`src/rtl/fcmp_pkg.sv`:
```
// Shared types for the single-precision compare pipeline: op codes, operand classes, canonical NaN.
// Pure declarations and helper functions; no state.
// Build option FCMP_NAN_EN enables IEEE NaN handling in fcmp_core/fcmp_pipe.
package fcmp_pkg;

  typedef enum logic [2:0] {
    FEQ  = 3'd0,
    FLT  = 3'd1,
    FLE  = 3'd2,
    FMIN = 3'd3,
    FMAX = 3'd4
  } fcmp_op_t;

  // Encoded in ascending order so a plain unsigned compare of two classes orders them.
  typedef enum logic [1:0] {
    CLS_NEG  = 2'd0,
    CLS_ZERO = 2'd1,
    CLS_POS  = 2'd2
  } fcmp_cls_t;

  localparam logic [31:0] CANON_NAN = 32'h7FC0_0000;

  // A zero exponent folds +/-0 and every denormal into one class.
  function automatic fcmp_cls_t fcmp_classify(input logic [31:0] x);
    if (x[30:23] == 8'h00) begin
      return CLS_ZERO;
    end else if (x[31]) begin
      return CLS_NEG;
    end else begin
      return CLS_POS;
    end
  endfunction

  function automatic logic fcmp_is_nan(input logic [31:0] x);
    return (x[30:23] == 8'hFF) && (x[22:0] != 23'd0);
  endfunction

endpackage

```
`src/rtl/fcmp_core.sv`:
```
// Classifies two operands and produces le/lt/eq (and per-operand NaN flags with FCMP_NAN_EN).
// Latency: purely combinational.
// Backpressure: none; the caller registers the result.
module fcmp_core
  import fcmp_pkg::*;
(
  input  logic [31:0] a,
  input  logic [31:0] b,
  output logic        le,
  output logic        lt,
  output logic        eq
`ifdef FCMP_NAN_EN
  ,
  output logic [1:0]  nan
`endif
);

  fcmp_cls_t cls_a;
  fcmp_cls_t cls_b;

  // Order by class first; within POS larger magnitude is greater, within NEG smaller magnitude is greater.
  always_comb begin
    cls_a = fcmp_classify(a);
    cls_b = fcmp_classify(b);
    lt    = 1'b0;
    eq    = 1'b0;
    if (cls_a != cls_b) begin
      lt = (cls_a < cls_b);
    end else begin
      case (cls_a)
        CLS_ZERO: eq = 1'b1;
        CLS_POS: begin
          lt = (a[30:0] < b[30:0]);
          eq = (a[30:0] == b[30:0]);
        end
        default: begin
          lt = (a[30:0] > b[30:0]);
          eq = (a[30:0] == b[30:0]);
        end
      endcase
    end
    le = lt | eq;
  end

`ifdef FCMP_NAN_EN
  assign nan = {fcmp_is_nan(b), fcmp_is_nan(a)};
`endif

endmodule

```
`src/rtl/fcmp_pipe.sv`:
```
// FP32 compare/min/max pipeline, result STAGES cycles after acceptance; FCMP_NAN_EN adds NaN handling.
// Latency: STAGES cycles (1..4); full throughput of one op per cycle.
// Backpressure: global stall, in_ready = !(out_valid && !out_ready); all stages freeze together.
module fcmp_pipe
  import fcmp_pkg::*;
#(
  parameter int unsigned STAGES = 2,
  parameter int unsigned TAG_W  = 4
) (
  input  logic             clk,
  input  logic             rstn,
  input  logic             in_valid,
  output logic             in_ready,
  input  fcmp_op_t         op,
  input  logic [31:0]      x1,
  input  logic [31:0]      x2,
  input  logic [TAG_W-1:0] in_tag,
  output logic             out_valid,
  input  logic             out_ready,
  output logic [31:0]      y,
  output logic [TAG_W-1:0] out_tag,
  output logic             invalid
);

  logic le;
  logic lt;
  logic eq;
  logic [31:0] res_y;
  logic        res_inv;

  logic [STAGES-1:0]            vld_q, vld_d;
  logic [STAGES-1:0][31:0]      y_q, y_d;
  logic [STAGES-1:0][TAG_W-1:0] tag_q, tag_d;
  logic [STAGES-1:0]            inv_q, inv_d;

`ifdef FCMP_NAN_EN
  logic [1:0] nan;

  fcmp_core u_core (
    .a   (x1),
    .b   (x2),
    .le  (le),
    .lt  (lt),
    .eq  (eq),
    .nan (nan)
  );
`else
  fcmp_core u_core (
    .a  (x1),
    .b  (x2),
    .le (le),
    .lt (lt),
    .eq (eq)
  );
`endif

  // Select the stage-1 result; FMAX uses !lt (x2 <= x1) so a ZERO-class tie keeps x1 for both min and max.
  always_comb begin
    res_inv = 1'b0;
    case (op)
      FEQ:     res_y = {31'd0, eq};
      FLT:     res_y = {31'd0, lt};
      FMIN:    res_y = le ? x1 : x2;
      FMAX:    res_y = lt ? x2 : x1;
      default: res_y = {31'd0, le};
    endcase
`ifdef FCMP_NAN_EN
    if (nan != 2'b00) begin
      res_inv = 1'b1;
      if (op == FMIN || op == FMAX) begin
        if (nan == 2'b11) begin
          res_y = CANON_NAN;
        end else if (nan[0]) begin
          res_y = x2;
        end else begin
          res_y = x1;
        end
      end else begin
        res_y = 32'd0;
      end
    end
`endif
  end

  assign out_valid = vld_q[STAGES-1];
  assign y         = y_q[STAGES-1];
  assign out_tag   = tag_q[STAGES-1];
  assign invalid   = inv_q[STAGES-1];
  assign in_ready  = !(out_valid && !out_ready);

  // Shift every stage forward by one when the pipe advances, otherwise hold everything.
  always_comb begin
    vld_d = vld_q;
    y_d   = y_q;
    tag_d = tag_q;
    inv_d = inv_q;
    if (in_ready) begin
      vld_d[0] = in_valid;
      y_d[0]   = res_y;
      tag_d[0] = in_tag;
      inv_d[0] = res_inv;
      for (int i = 1; i < int'(STAGES); i++) begin
        vld_d[i] = vld_q[i-1];
        y_d[i]   = y_q[i-1];
        tag_d[i] = tag_q[i-1];
        inv_d[i] = inv_q[i-1];
      end
    end
  end

  // Pipeline registers; reset drops all in-flight entries and zeroes the presented result.
  always_ff @(posedge clk or negedge rstn) begin
    if (!rstn) begin
      vld_q <= '0;
      y_q   <= '0;
      tag_q <= '0;
      inv_q <= '0;
    end else begin
      vld_q <= vld_d;
      y_q   <= y_d;
      tag_q <= tag_d;
      inv_q <= inv_d;
    end
  end

endmodule

```
`config.mk`:
```
export PLATFORM = sky130hd
export DESIGN_NAME = fcmp_pipe
export DESIGN_NICKNAME = d
export VERILOG_FILES = /design/src/rtl/fcmp_pkg.sv /design/src/rtl/fcmp_core.sv /design/src/rtl/fcmp_pipe.sv
export SDC_FILE = /design/constraint.sdc
export NUM_CORES = 1
export LEC_CHECK = 0
export ABC_CLOCK_PERIOD_IN_PS = 1950
export CORE_MARGIN = 2
export CORE_UTILIZATION = 49
export DETAILED_ROUTE_END_ITERATION = 12
export GPL_ROUTABILITY_DRIVEN = 0
export GPL_TIMING_DRIVEN = 0
export PLACE_DENSITY = 0.86
export SLEW_MARGIN = 20
export SYNTH_ARGS = -nofsm -noshare
export SYNTH_HDL_FRONTEND = slang
export SYNTH_SLANG_ARGS = --single-unit
```
`constraint.sdc`:
```
create_clock -name clk -period 1.95 [get_ports clk]
set_input_delay 0.2925 -clock clk [delete_from_list [all_inputs] [get_ports clk]]
set_output_delay 0.2925 -clock clk [all_outputs]
set_load 0.02 [all_outputs]
```
; ---- Word-level counts from Yosys, hierarchy flattened
; Cells that the tools add are included.
[word_totals]
memories = 0
romBits = 0
wordCells = 33
mem_bits_rw = 0
reg_bits = 74
latch_bits = 0
input_bits = 75
[classes]
div_mod_pow = 0
mux = 11
mul = 0
n_reduce_logical = 6
shifts = 0
n_eq_ne = 7
bitwise = 1
add_sub_neg = 0
n_lt_le_gt_ge = 3
[op_table]
columns = op, n
row1 = case mux 32 bit (4 select lines), 1
row2 = two-way mux 32 bit, 2
row3 = equality test 31 bit, 1
row4 = greater-than comparator 31 bit, 1
row5 = < comparator 31 bit, 1
row6 = logical NOT 8 bit, 2
row7 = two-way mux 2 bit, 4
row8 = "equality test 3 x 1 -> 1 bit, second input constant", 1
row9 = "equality test 3 x 2 -> 1 bit, second input constant", 1
row10 = "equality test 3 bit, second input constant", 1
row11 = logical NOT 3 bit, 1
row12 = two-way mux 1 bit, 3
row13 = "equality test 2 x 1 -> 1 bit, second input constant", 1
row14 = "equality test 2 bit, second input constant", 1
row15 = logical NOT 1 bit, 2
row16 = < comparator 2 bit, 1
row17 = inequality test 2 bit, 1
row18 = case mux 1 bit (2 select lines), 1
row19 = logical AND 1 bit, 1
row20 = OR 1 bit, 1

; ---- Logic depth before layout (Yosys ltp)
; Gate-level depths: netlist of the first run.
[depth]
ltp_word = 8
mapped_depth = 11
mapped_depth_nobuf = 11

; ---- Modules after synthesis
; A second synthesis of the first run with hierarchy kept.
[unflattened]
hier_cells = 536
area_unflattened_um2 = 4914.7
[by_module_without_submodules]
columns = mod, area_each_um2, instances, cells_each
row1 = fcmp_pipe, 3993.8, 1, 407
row2 = fcmp_core, 920.9, 1, 129

; ---- Worst setup path before layout of the first run
; Ideal clock, no wire load.
[synth_timing]
kind = input -> register
startpoint = in x1[30]
endpoint = reg y_q[10] in the netlist's numbering
stages = 11
arrival_time_ps = 2828
setup_slack_ps = -1004
path_buffers = 1
path_cell_list = or4_1 nor2_2 or2_2 inv_1 ha_1 and2b_1 o21ai_0 o21ai_2 a41o_2 buf_6 a221o_1
[synth_via]
elab_chain_len = 8
[synth_rtl]
columns = element, line_no
row1 = from (decl), fcmp_pipe.sv:15  ; input logic [31:0] x1,
row2 = "parallel branches: the longest is 7 deep, another holds greater-than comparator 31 bit", n/a
row3 = case mux 32 bit (4 select lines) *, fcmp_pipe.sv:60  ; case (op)
row4 = to (signal assigned), fcmp_pipe.sv:120  ; y_q <= y_d;
row5 = to (decl), fcmp_pipe.sv:32  ; logic [STAGES-1:0][31:0] y_q, y_d;
; Mark *: on every way between the ends.
; A chain may end at the register's enable or synchronous reset.

; ---- Final worst setup path of the first run
[layout_timing]
startpoint = in x2[30]
endpoint = reg y_q[21] in the netlist's numbering
[layout_via]
elab_chain_len = 7
[layout_rtl]
columns = element, line_no
row1 = from (decl), fcmp_pipe.sv:16  ; input logic [31:0] x2,
row2 = "parallel branches: the longest is 6 deep, another holds greater-than comparator 31 bit", n/a
row3 = case mux 32 bit (4 select lines) *, fcmp_pipe.sv:60
; Marks and branches as above.

==> results.toml, run 1 <==
[routing]
viasPerCell = 5.768
routedWlPerCell_um = 20.07
firstDrtPassIters = 5
detail-route-antenna-nets = 0
drc = 0
drt_wl_total_um = 15120
dr.first_iter.drc_count = 352
via_count = 4343

[final_layout]
diodes = 0
area_growth_syn_to_layout_pct = 52.01
final_net_count = 748
layout-drive-gt1-share_pct = 36.90
post-route-util_pct = 76.57
stdcell_count = 753

[pwr]
total_power_w = 0.005007
power-per-cell-area_mw_per_mm2 = 749.8
power.leakage_nw = 3.222
peakVddDrop_v = 0.0004995

[synthesis]
synth_edf_count = 0
synth.avg_cell_area_um2 = 9.171
ys.flop_type = "dfrtp_1"
yosysTopAreaCell = "dfrtp_1"
synthesis.area_mm2 = 0.004393
synth_area_leaders = "dfrtp_1 42%, nand2_1 11%, ha_1 9.4%, a221o_1 6.8%, buf_4 6.7%"
synth_top_area_share_pct = 42.15
synth-seq-cells = 74
syn_inst = 479
ys_seq_area_share_pct = 42.15
syn-num-nets = 587
postSynth.asyncResetShare_pct = 100.0
synth.distinct_cells = 49
synthTopCellsByCount = "132 x nand2_1, 74 x dfrtp_1, 39 x buf_4"
ys_warn_count = 0
yosysMostFrequentCell = "nand2_1"

[clock_tree]
cts_root_buffer = "clkbuf_8"
cts_tree = "yes"
cts.clk_slew.worst_paths_ns = 0.09
clock_sinks = 74
numCtsBuffers = 9
cts_buffer_depth = 2
h-tree-depth = 3
clock_latency_ns = 0.37

[placement]
place_inst = 700
portBuffers = 112
dp_hpwl_um = 8196
dp_slack_ns = -1.533

[global_route]
grt.met2_usage_pct = 47.57
grt_use_total_pct = 27.00
gr-max-usage-layer = "met2"
grt_pass1_wl_um = 20730
antenna_found_initial = 0
gr-usage-met1_pct = 31.94
grt_max_degree = 52
grt_pass1_vias = 4272
use_met3_pct = 6.312
overflow = 0

[critical_path]
end_kind = "flip-flop"
critPathArrivalTime_ns = 2.93
cp_max_fo = 7
crit_path_start_kind = "input pin"
path_class = "input pin to flip-flop"
critical_path_required_ns = 2.20

[sta]
setup_violations = 32
finalWorstSetupSlack_ns = -0.7353
fmax_ghz = 0.3724
slew_viol_final = 0
hold_viol = 0
hold_slack_ns = 0.1562
skew_ns = 0.01183
period_share_pct = 137.7
period_minus_slack_ns = 2.685
rsz0062_at_grt = "yes"

[die]
io_pins = 114
rows = 34
die_height_um = 98.69
core_area_mm2 = 0.008721
die_area_mm2 = 0.009739
die_w_um = 98.69
initial_core_util_pct = 50.37

[min_path]
min_path_type = "input pin to flip-flop"

[run_status]
status = "finished, violations left"
violations = "setup timing"

[run]
drv_cap = 0
-- critical path, cell delays in order --
cell,delay (ns)
buf_6,0.09
inv_4,0.04
ha_4,0.26
nand4_1,0.20
buf_4,0.22
nor4_4,0.31
buf_4,0.18
a31oi_4,0.12
o211ai_1,0.12
buf_4,0.18
a2111oi_4,0.07
a41o_4,0.33
buf_8,0.16
a221o_1,0.34
-- kinds of logic (layout without fill, tap and decap cells) --
| family | count (synthesis) | after routing | share of synthesized area, % |
|---|---|---|---|
| other cells | 1 | 1 | 0.08536 |
| simple gates | 201 | 201 | 20.56 |
| compound gates | 78 | 78 | 15.49 |
| buf+inv | 92 | 258 | 12.30 |
| flops | 74 | 74 | 42.15 |
| fa+ha+maj | 33 | 33 | 9.399 |
-- per-stage QoR --
| stage | TNS, ns | instance area, um^2 |
|---|---|---|
| 6_report | -22.20 | 6678 |
| 5_1_grt | -24.75 | 6678 |
| 4_1_cts | -22.03 | 6429 |
| 3_5_place_dp | -48.58 | 5743 |
| 3_3_place_gp | -187.72 | 5718 |
| 2_1_floorplan | -20.90 | 4462 |
-- layer usage --
| metal | vias up | share of wire [%] |
|---|---|---|
| met4 | 0 | 5.5 |
| met2 | 273 | 50 |
| li1 | 1920 | - |
| met5 | - | 0 |
| met1 | 2065 | 37 |
| met3 | 85 | 7.4 |
-- power breakdown --
group / switching [W] / leakage [nW] / total, W / internal [W]
combinational: 0.000801 / 2.12 / 0.00162 / 0.000823
sequential: 0.000112 / 0.980 / 0.00184 / 0.00173
clock: 0.000654 / 0.127 / 0.00154 / 0.000890
-- layout make-up --
cell class                      count  area (um^2)
Timing Repair Buffer              150         1339
Clock buffer                       10        137.6
Sequential cell                    74         1852
Fill cell                         523         2043
Buffer                             56        437.9
Inverter                           36        145.1
Clock inverter                      6        112.6
Multi-Input combinational cell    313         2519
Tap cell                          108        135.1
-- state kept, by name, indices dropped and copies added (netlist names) --
name	count
y_q	32
tag_q	4
vld_q	2
out_tag	4
y	32
-- path summary, 6_finish.rpt --
path | slack [ns] | depth (start not counted) | end | startpoint
hold reg to reg | 0.47 | 2 | out_tag[3] | out_tag[3]
setup / recovery | -0.74 | 14 | y_q[21] | x2[30]
setup reg to reg | 0.11 | 6 | y_q[21] | vld_q[1]
hold / removal | 0.16 | 2 | y_q[29] | x2[29]
max in group asynchronous | 1.01 | 3 | y[30] | rstn
min in group asynchronous | 0.37 | 2 | out_tag[1] | rstn
-- layout by cell type (no fill, tap or decap), types with 7 or more instances in the layout --
cell type        count
buf_4               73
inv_1               11
ha_4                25
inv_2               21
nand2_1            130
nor2_1               9
clkbuf_8            11
ha_1                 7
nand4_1              8
clkdlybuf4s15_1     13
dfrtp_1             74
clkbuf_1             9
buf_2                9
clkbuf_2            20
and2_1              31
clkdlybuf4s50_1     48
buf_6               19
a221o_1             30
-- timing repair --
action / 4_1_cts / 5_1_grt
pin swaps: 46 / 46
setup buffers: 22 / 12
gates resized for setup: 183 / 134
hold endpoints to repair: 23 / 0
cloned: 2 / 1
setup endpoints to repair: 33 / 33
hold buffers: 1 / 0
Power figures use the tool's default switching activity.
==> inputs of run 2 (changes only) <==
--- a/config.mk
+++ b/config.mk
@@ -5,13 +5,13 @@
 export SDC_FILE = /design/constraint.sdc
 export NUM_CORES = 1
 export LEC_CHECK = 0
-export ABC_CLOCK_PERIOD_IN_PS = 1950
+export ABC_CLOCK_PERIOD_IN_PS = 3100
 export CORE_MARGIN = 2
-export CORE_UTILIZATION = 49
+export CORE_UTILIZATION = 53
 export DETAILED_ROUTE_END_ITERATION = 12
 export GPL_ROUTABILITY_DRIVEN = 0
 export GPL_TIMING_DRIVEN = 0
-export PLACE_DENSITY = 0.86
+export PLACE_DENSITY = 0.92
 export SLEW_MARGIN = 20
 export SYNTH_ARGS = -nofsm -noshare
 export SYNTH_HDL_FRONTEND = slang
==> constraint.sdc (replaced) <==
create_clock -name clk -period 3.1 [get_ports clk]
set_input_delay 0.465 -clock clk [delete_from_list [all_inputs] [get_ports clk]]
set_output_delay 0.465 -clock clk [all_outputs]
set_load 0.02 [all_outputs]
==> run 2 against run 1 <==
  * The flow still finishes with violations (setup timing)
  * Via count down 3.1%
  * Global-route usage up 0.95 points
  * Cell count down 3.1%
  * Clock skew down 0.00095 ns
  * Hold slack worse by 0.12 ns
  * Cell area down 4.2%
  * Critical path type unchanged
  * Largest power group unchanged
==> results.toml, run 2 (synthesis gave the netlist of run 1 again) <==
[die]
die_area_mm2 = 0.009033
io_pins = 114
initial_core_util_pct = 54.01
die_w_um = 95.04
die_height_um = 95.04
rows = 33
core_area_mm2 = 0.008134

[global_route]
overflow = 0
antenna_found_initial = 0
grt_pass1_wl_um = 19350
grt_max_degree = 45
grt_pass1_vias = 4168
grt_use_total_pct = 27.95

[critical_path]
critical_path_required_ns = 3.33
crit_path_start_kind = "input pin"
path_class = "input pin to flip-flop"
end_kind = "flip-flop"
critPathArrivalTime_ns = 3.34
reg2reg_slack_ns = 1.34
cp_max_fo = 7

[sta]
final.setup.tns_ns = -0.01152
hold_slack_ns = 0.03415
slew_viol_final = 0
finalWorstSetupSlack_ns = -0.01006
max-slew-margin-rel_pct = 65.20
tightest_slew_ns = 0.5221
hold_viol = 0
skew_ns = 0.01088
fmax_ghz = 0.3215
period_share_pct = 100.3
setup_violations = 4
period_minus_slack_ns = 3.110

[routing]
via_count = 4210
routedWlPerCell_um = 18.01
firstDrtPassIters = 5
viasPerCell = 5.767
drc = 0
drt_wl_total_um = 13150
dr.first_iter.drc_count = 266
detail-route-antenna-nets = 0

[run_status]
status = "finished, violations left"
violations = "setup timing"

[pwr]
p_int_w = 0.002074
switchingPower_w = 0.0009005
pwr-share-clk_pct = 30.0
peakVddDrop_v = 0.0002757
power.leakage_nw = 3.267
swShare_pct = 30.28
seqPwrFrac_pct = 38.8
combinationalPowerShare_pct = 31.2
power-per-cell-area_mw_per_mm2 = 465.0

[placement]
portBuffers = 112
dp_slack_ns = -0.6715
dp_hpwl_um = 8416

[min_path]
min_path_type = "input pin to asynchronous set/reset pin"

[clock_tree]
h-tree-depth = 3
numCtsBuffers = 9
cts_root_buffer = "clkbuf_8"
ctsHoldBuffers = 0
clock_latency_ns = 0.35
cts_buffer_depth = 2
cts_tree = "yes"
clock_sinks = 74
cts.clk_slew.worst_paths_ns = 0.09

[final_layout]
diodes = 0
final_common_cell = "nand2_1"
area_growth_syn_to_layout_pct = 45.60
mostFrequentLayoutCells = "131 x nand2_1, 74 x dfrtp_1, 60 x clkdlybuf4s50_1"
layout-drive-gt1-share_pct = 25.28
final_net_count = 728
post-route-util_pct = 78.63

[run]
drv_cap = 0
run 2: cell count changes in the layout (fill, tap and decap cells not counted), sizes merged:
| cell | delta |
|---|---|
| buf | -44 |
| dlymetal6s2s | +20 |
| clkdlybuf4s50 | +12 |
| clkdlybuf4s15 | -11 |
| dlygate4sd2 | +11 |
| clkbuf | -5 |
| bufinv | -1 |
| clkinv | -1 |
| clkinvlp | +1 |
| dlygate4sd3 | -1 |
| inv | -1 |
run 2: cell type report:
| type | count | area, um^2 |
|---|---|---|
| Fill cell | 514 | 1738 |
| Clock buffer | 12 | 165.2 |
| Multi-Input combinational cell | 313 | 2385 |
| Buffer | 56 | 407.9 |
| Sequential cell | 74 | 1852 |
| Timing Repair Buffer | 130 | 1247 |
| Clock inverter | 4 | 72.57 |
| Tap cell | 105 | 131.4 |
| Inverter | 36 | 135.1 |
run 2: final timing paths:
check | depth (start not counted) | startpoint | end
worst max-delay path | 13 | x2[6] | y_q[4]
worst min-delay path | 1 | rstn | y_q[9]
worst max register to register | 6 | vld_q[1] | y_q[4]
worst min register to register | 2 | vld_q[0] | vld_q[0]
max in group asynchronous | 2 | rstn | y_q[29]
min in group clk | 2 | x2[3] | y_q[3]
run 2: metal layers:
metal	GRT usage, %	vias up	wire length, um
li1	-	1881	-
met1	33.59	2025	4873
met2	48.94	251	6763
met3	4.822	53	1025
met4	12.80	0	483
met5	0	-	0
run 2: power groups by stage:
stage | logic, W | registers [W] | clock network (W)
3_3_place_gp | 0.000800 | 0.00116 | 0
4_1_cts | 0.000867 | 0.00115 | 0.000889
2_1_floorplan | 0.000479 | 0.00115 | 0
3_5_place_dp | 0.000830 | 0.00117 | 0
6_report | 0.000927 | 0.00115 | 0.000893
5_1_grt | 0.000999 | 0.00117 | 0.000930
run 2: timing repair:
action,CTS,global route
pin swaps,25,30
hold endpoints to repair,0,0
gates cloned,3,0
endpoints found under the setup margin,32,32
setup buffers,7,7
resized for setup,66,86
run 2: metrics by stage:
step / cells / power [W] / instance area [um^2]
after floorplan: 479 / 0.001631 / 4393
after global placement: 696 / 0.001963 / 5645
after detailed placement: 697 / 0.002001 / 5663
after CTS: 723 / 0.002910 / 6130
after global routing: 730 / 0.003095 / 6396
final: 730 / 0.002974 / 6396
run 2: critical path, cell delays in order:
cell and delay [ns]:
clkbuf_2 0.10, inv_1 0.06, ha_1 0.31, nand4_1 0.13, a21oi_1 0.05, o31a_1 0.29, o41a_4 0.53, buf_6 0.13
o311ai_4 0.34, o21ai_4 0.12, a41o_4 0.34, buf_6 0.16, a221o_1 0.31
==> inputs of run 3 (changes only) <==
--- a/config.mk
+++ b/config.mk
@@ -10,7 +10,7 @@
 export CORE_UTILIZATION = 53
 export DETAILED_ROUTE_END_ITERATION = 12
 export GPL_ROUTABILITY_DRIVEN = 0
-export GPL_TIMING_DRIVEN = 0
+export GPL_TIMING_DRIVEN = 1
 export PLACE_DENSITY = 0.92
 export SLEW_MARGIN = 20
 export SYNTH_ARGS = -nofsm -noshare
==> run 3 against run 2 <==
  * The flow still finishes with violations (setup timing)
  * Die area did not move
  * Count of clock-buffer cells in the layout fell by 3
  * Total power fell by 2.2%
  * Combinational power fell by 5.1%
  * Critical endpoint is now y_q[2]
  * Hold slack improved by 0.19 ns
  * Clock skew rose by 0.0058 ns
  * Sequential share of layout area rose by 0.15 points
  * Largest cell class unchanged
  * First-iteration DRC count fell by 29%
  * Sequential power barely moved
  * Largest power group unchanged
  * Highest routed layer unchanged
  * Routed wire length rose by 6.6%
  * Non-clock buffer count fell by 20
==> results.toml, run 3 (synthesis gave the netlist of run 1 again) <==
[run_status]
status = "finished, violations left"
violations = "setup timing"

[die]
die_w_um = 95.04
core_area_mm2 = 0.008134
initial_core_util_pct = 54.01
die_height_um = 95.04
die_area_mm2 = 0.009033
io_pins = 114
rows = 33

[final_layout]
final_area_mm2 = 0.006362
num-fill-cells = 501
final_common_cell = "nand2_1"
diodes = 0
final_net_count = 708
post-route-util_pct = 78.22
layout-drive-gt1-share_pct = 25.12
mostFrequentLayoutCells = "130 x nand2_1, 74 x dfrtp_1, 52 x clkdlybuf4s50_1"
area_growth_syn_to_layout_pct = 44.83

[clock_tree]
cts_root_buffer = "clkbuf_8"
h-tree-depth = 3
cts.clk_slew.worst_paths_ns = 0.10
numCtsBuffers = 9
cts_buffer_depth = 2
clock_sinks = 74
ctsHoldBuffers = 0
clock_latency_ns = 0.37
cts_tree = "yes"

[critical_path]
worst_path_max_delay_cell = "o211ai_1"
critPathArrivalTime_ns = 3.39
r2r-start = "vld_q[1]"
crit_path_start_kind = "input pin"
critical_path_required_ns = 3.34
cpPeakStageDelay_ns = 0.42
cp_cell_sequence = "buf_4 -> inv_4 -> ha_4 -> a211oi_4 -> nor2_2 -> o31a_1 -> o41a_4 -> o211ai_1 -> a2111oi_4 -> a41o_4 -> buf_12 -> buf_12 -> a221o_1"
cp_common_cell = "buf_12"
path_class = "input pin to flip-flop"
startpoint = "x2[4]"
end_kind = "flip-flop"
cp_max_fo = 10

[min_path]
min_path_type = "input pin to asynchronous set/reset pin"

[global_route]
grt_use_total_pct = 28.60
overflow = 0
grt_pass1_vias = 4325
grt_pass1_wl_um = 19930
antenna_found_initial = 0
grt_max_degree = 75

[routing]
dr.max_layer_used = "met4"
drt_wl_total_um = 14010
detail-route-antenna-nets = 0
via_count = 4221
wl_met3_um = 942
viasPerCell = 5.945
dr.first_iter.drc_count = 190
wl_met2_um = 7316
wl_met1_um = 5052
firstDrtPassIters = 5
routedWlPerCell_um = 19.74
drc = 0

[sta]
slew_viol_final = 0
period_share_pct = 101.7
max-slew-margin-rel_pct = 39.28
hold_viol = 0
tightest_slew_ns = 0.9108
period_minus_slack_ns = 3.153
skew_ns = 0.01671
setup_violations = 21
finalWorstSetupSlack_ns = -0.05254
fmax_ghz = 0.3172

[placement]
placed_area_mm2 = 0.005585
portBuffers = 112
dp_hpwl_um = 8508

[pwr]
power.leakage_nw = 3.258
total_power_w = 0.002909
power-per-cell-area_mw_per_mm2 = 457.2
peakVddDrop_v = 0.0002355

[run]
drv_cap = 0
-- run 3: worst paths after layout --
| kind | to | slack, ns | cells past startpoint |
|---|---|---|---|
| min | y[9] | 0.23 | 1 |
| max | y_q[2] | -0.05 | 13 |
| min reg2reg | vld_q[1] | 0.47 | 1 |
| max in group asynchronous | y_q[0] | 2.28 | 1 |
| max reg2reg | y_q[2] | 1.09 | 7 |
| min in group clk | y_q[5] | 0.37 | 2 |
-- run 3: critical path: cells and delay by family --
kind / cells / cell delay (ns)
AOI/OAI and AO/OA: 7 / 2.19
adders and majority gates: 1 / 0.25
buffers and inverters: 4 / 0.42
and+or+nand+nor: 1 / 0.07
-- run 3: per-stage QoR --
step | setup TNS, ns | hold WS [ns] | setup WS, ns | cells
2_1_floorplan | 0 | 0.1694 | 0.07323 | 479
3_3_place_gp | -11.47 | 0.4447 | -0.3810 | 683
3_5_place_dp | -15.31 | 0.4535 | -0.5168 | 683
4_1_cts | 0 | 0.2729 | 0.0009885 | 705
5_1_grt | -1.300 | 0.3026 | -0.09372 | 710
6_report | -0.3081 | 0.2271 | -0.05254 | 710
-- run 3: per-layer routing --
layer  vias to the layer above  GRT usage, %
met1                      2059         31.68
li1                       1845             -
met4                         0         13.89
met5                         -             0
met2                       249         52.07
met3                        68         5.850
-- run 3: layout make-up --
cell class / instances / area (um^2) / share of cell area, %
multi-input cells: 313 / 2402 / 37.76
clock buffers: 9 / 123.9 / 1.947
well taps: 105 / 131.4 / 2.065
flip-flops and latches: 74 / 1852 / 29.11
repair buffers: 166 / 1614 / 25.37
inverters: 36 / 137.6 / 2.163
clock inverters: 7 / 101.3 / 1.593
-- run 3: power breakdown --
group	switching, W	internal [W]	leakage (nW)
logic	0.000456	0.000424	2.17
registers	0.0000720	0.00109	0.980
clock network	0.000410	0.000460	0.106
-- run 3: what timing repair did --
item                                   in CTS  in global routing
endpoints found under the hold margin       0                  0
pin swaps                                  22                 29
gates cloned                                1                  0
buffers inserted                            5                  5
setup endpoints to repair                  31                 32
resized for setup                          57                 99
==> edit: new RTL, config.mk and constraints of run 1 <==
Add a define of `FCMP_NAN_EN`.
--- a/src/rtl/fcmp_core.sv
+++ b/src/rtl/fcmp_core.sv
@@ -1,6 +1,8 @@
 // Classifies two operands and produces le/lt/eq (and per-operand NaN flags with FCMP_NAN_EN).
 // Latency: purely combinational.
 // Backpressure: none; the caller registers the result.
+`define FCMP_NAN_EN
+
 module fcmp_core
   import fcmp_pkg::*;
 (
Check against the original RTL: not equivalent (Yosys sat finds a counterexample within 4 cycles, from zero or initial values and one cycle with rstn low).
==> edit against run 1 <==
The run still ends with setup timing left. Routed wire length grew 1.1%. Power shrank 5.6%. Non-clock buffer count shrank 8. Sequential cell count grew 2. Worst setup slack lost 0.075 ns. Via count grew 11%. Area after synthesis grew 9.4%. Largest cell class unchanged. Design area grew 4.5%. Maximum frequency shrank 2.7%. Highest routed layer unchanged.
==> edit: results (changes against run 1) <==
- Worst hold stages: 2 (unchanged)
- Synth warn: 0 (unchanged)
- PnR worst setup slack: -0.810 ns (was -0.735 ns)
- R2r startpoint: vld_q[1] (unchanged)
- Nets: 814 (was 748)
- Port buffer count: 113 (was 112)
- Slowest stage delay, CP: 0.39 ns (was 0.34 ns)
- Post-DP HPWL: 10900 µm (was 8200 µm)
- Crit Path Max Fanout: 5 (was 7)
- Worst-Skew Late Latency: 0.36 ns
- Max Clock Skew: 0.0110 ns (was 0.0118 ns)
- First-pass GRT wire length: 22100 µm (was 20700 µm)
- Largest net degree at the start of global routing: 58 (was 52)
- GRT Resource Usage Total: 0.272 (was 0.270)
- Met3 usage: 0.0522 (was 0.0631)
- Slowest CP cell: o41ai_4 (was a221o_1)
- DR vias: 4828 (was 4343)
- Antenna Cells: 0 (unchanged)
- Layer carrying the most global-route usage: met2 (unchanged)
- Violation count after the first detailed-route iteration: 504 (was 352)
- Status: finished, violations left (unchanged)
- Syn Nets: 658 (was 587)
- Crit path max-delay family: compound AO/OA/AOI/OAI gates (unchanged)
- WHS: 0.201 ns (was 0.156 ns)
- Avg Inst Size Synth: 8.74 µm² (was 9.17 µm²)
- CTS clock-pin slew for the worst setup and hold paths: 0.07 ns (was 0.09 ns)
- Initial antenna violation count: 0 (unchanged)
- Pre-CTS setup slack: -1.57 ns (was -1.53 ns)
- Via/cell ratio: 5.72 (was 5.77)
- Largest cells by area after synthesis: dfrtp_1 40%, nand2_1 11%, ha_1 8.6% (was dfrtp_1 42%, nand2_1 11%, ha_1 9.4%)
- Wire per inst: 18.1 µm (was 20.1 µm)
- Worst Hold Launch: x1[4] (was x2[29])
- Yosys cell types: 50 (was 49)
- CTS buffer count: 9 (unchanged)
- Maximum vdd drop: 317 µV (was 499 µV)
- Vias in the first global route: 4546 (was 4272)
- Synth top cells by count: 144 x nand2_1, 76 x dfrtp_1, 36 x buf_4 (was 132 x nand2_1, 74 x dfrtp_1, 39 x buf_4)
- R2R cell count: 7 (was 6)
- Htree depth: 3 (unchanged)
- Layout fillers: 704 (was 523)
- Met2 Use GR: 0.469 (was 0.476)
- Failing checks: setup timing (unchanged)
- Worst R2R End: out_tag[1] (was y_q[21])
- Hold Path End: y_q[4] (was y_q[29])
- CTS root buffer: clkbuf_8 (unchanged)
- Placed Cells: 797 (was 700)
- Static Leak: 3.31 nW (was 3.22 nW)
- Post-synthesis sequential area ratio: 0.396 (was 0.422)
- Share of post-route cells with drive strength above 1: 0.359 (was 0.369)
- GR met1 Demand/Resource: 0.334 (was 0.319)
- Final Setup Violations: 32 (unchanged)
- R2r setup slk: 0.23 ns (was 0.11 ns)
-- edit: area by class of cell --
cell class | instances | share of cell area
clock buffer | 10 | 0.0183
inverter | 35 | 0.0221
tap | 133 | 0.0238
clock inverter | 6 | 0.0127
buffer | 52 | 0.0540
timing repair buffer | 146 | 0.171
sequential | 76 | 0.272
multi-input combinational | 386 | 0.425
-- edit: cell families (layout without fill, tap and decap cells) --
kind of cell / after synthesis / count (layout) / synth area share
AOI/OAI and AO/OA: 93 / 93 / 0.153
adders and majority gates: 33 / 33 / 0.0859
buffers and inverters: 88 / 249 / 0.102
DFF: 76 / 76 / 0.396
muxes: 11 / 11 / 0.0232
and+or+nand+nor: 249 / 249 / 0.240
-- edit: timing repair --
action	in CTS	in global routing
setup buffers	8	23
gates cloned	1	3
hold endpoints to repair	19	0
setup endpoints to repair	73	72
pin swaps	19	35
gates resized for setup	149	176
hold buffers	1	0
-- edit: how the worst max path moves through the flow --
stage	startpoint	to	slack [ns]	cells after the start
floorplan	x2[21]	y_q[10]	-0.54	11
global placement	rstn	y_q[25]	-1.88	1
detailed placement	x1[24]	y_q[23]	-1.57	10
CTS	x1[28]	y_q[16]	-0.83	12
global route	x2[14]	y_q[16]	-0.87	16
finish	x2[14]	y_q[20]	-0.81	16
-- edit: worst register-to-register path: stages (launching register included) --
cell and delay (ns):
dfrtp_1 0.34, nor2b_1 0.16, buf_6 0.12, buf_4 0.13, clkbuf_2 0.30, buf_1 0.40
nand2_1 0.13, nand2_1 0.09
-- edit: power by group --
part / internal [W] / total, W / switching, W / leakage, nW
clock: 0.000720 / 0.00131 / 0.000591 / 0.102
sequential: 0.00175 / 0.00185 / 0.000104 / 1.01
combinational: 0.000748 / 0.00156 / 0.000814 / 2.20
-- edit: through the flow --
step                      TNS [ns]  instance area [µm²]
final                       -23.55                 6980
after global routing        -25.66                 6980
after CTS                   -24.89                 6850
after detailed placement    -67.71                 6470
after global placement     -205.10                 6440
after floorplan             -16.52                 5140
-- edit: routing by layer --
layer | routed length (µm) | vias to the layer above
met5 | 0 | -
met4 | 539 | 0
met3 | 1120 | 61
met2 | 7830 | 292
met1 | 5790 | 2291
li1 | - | 2184
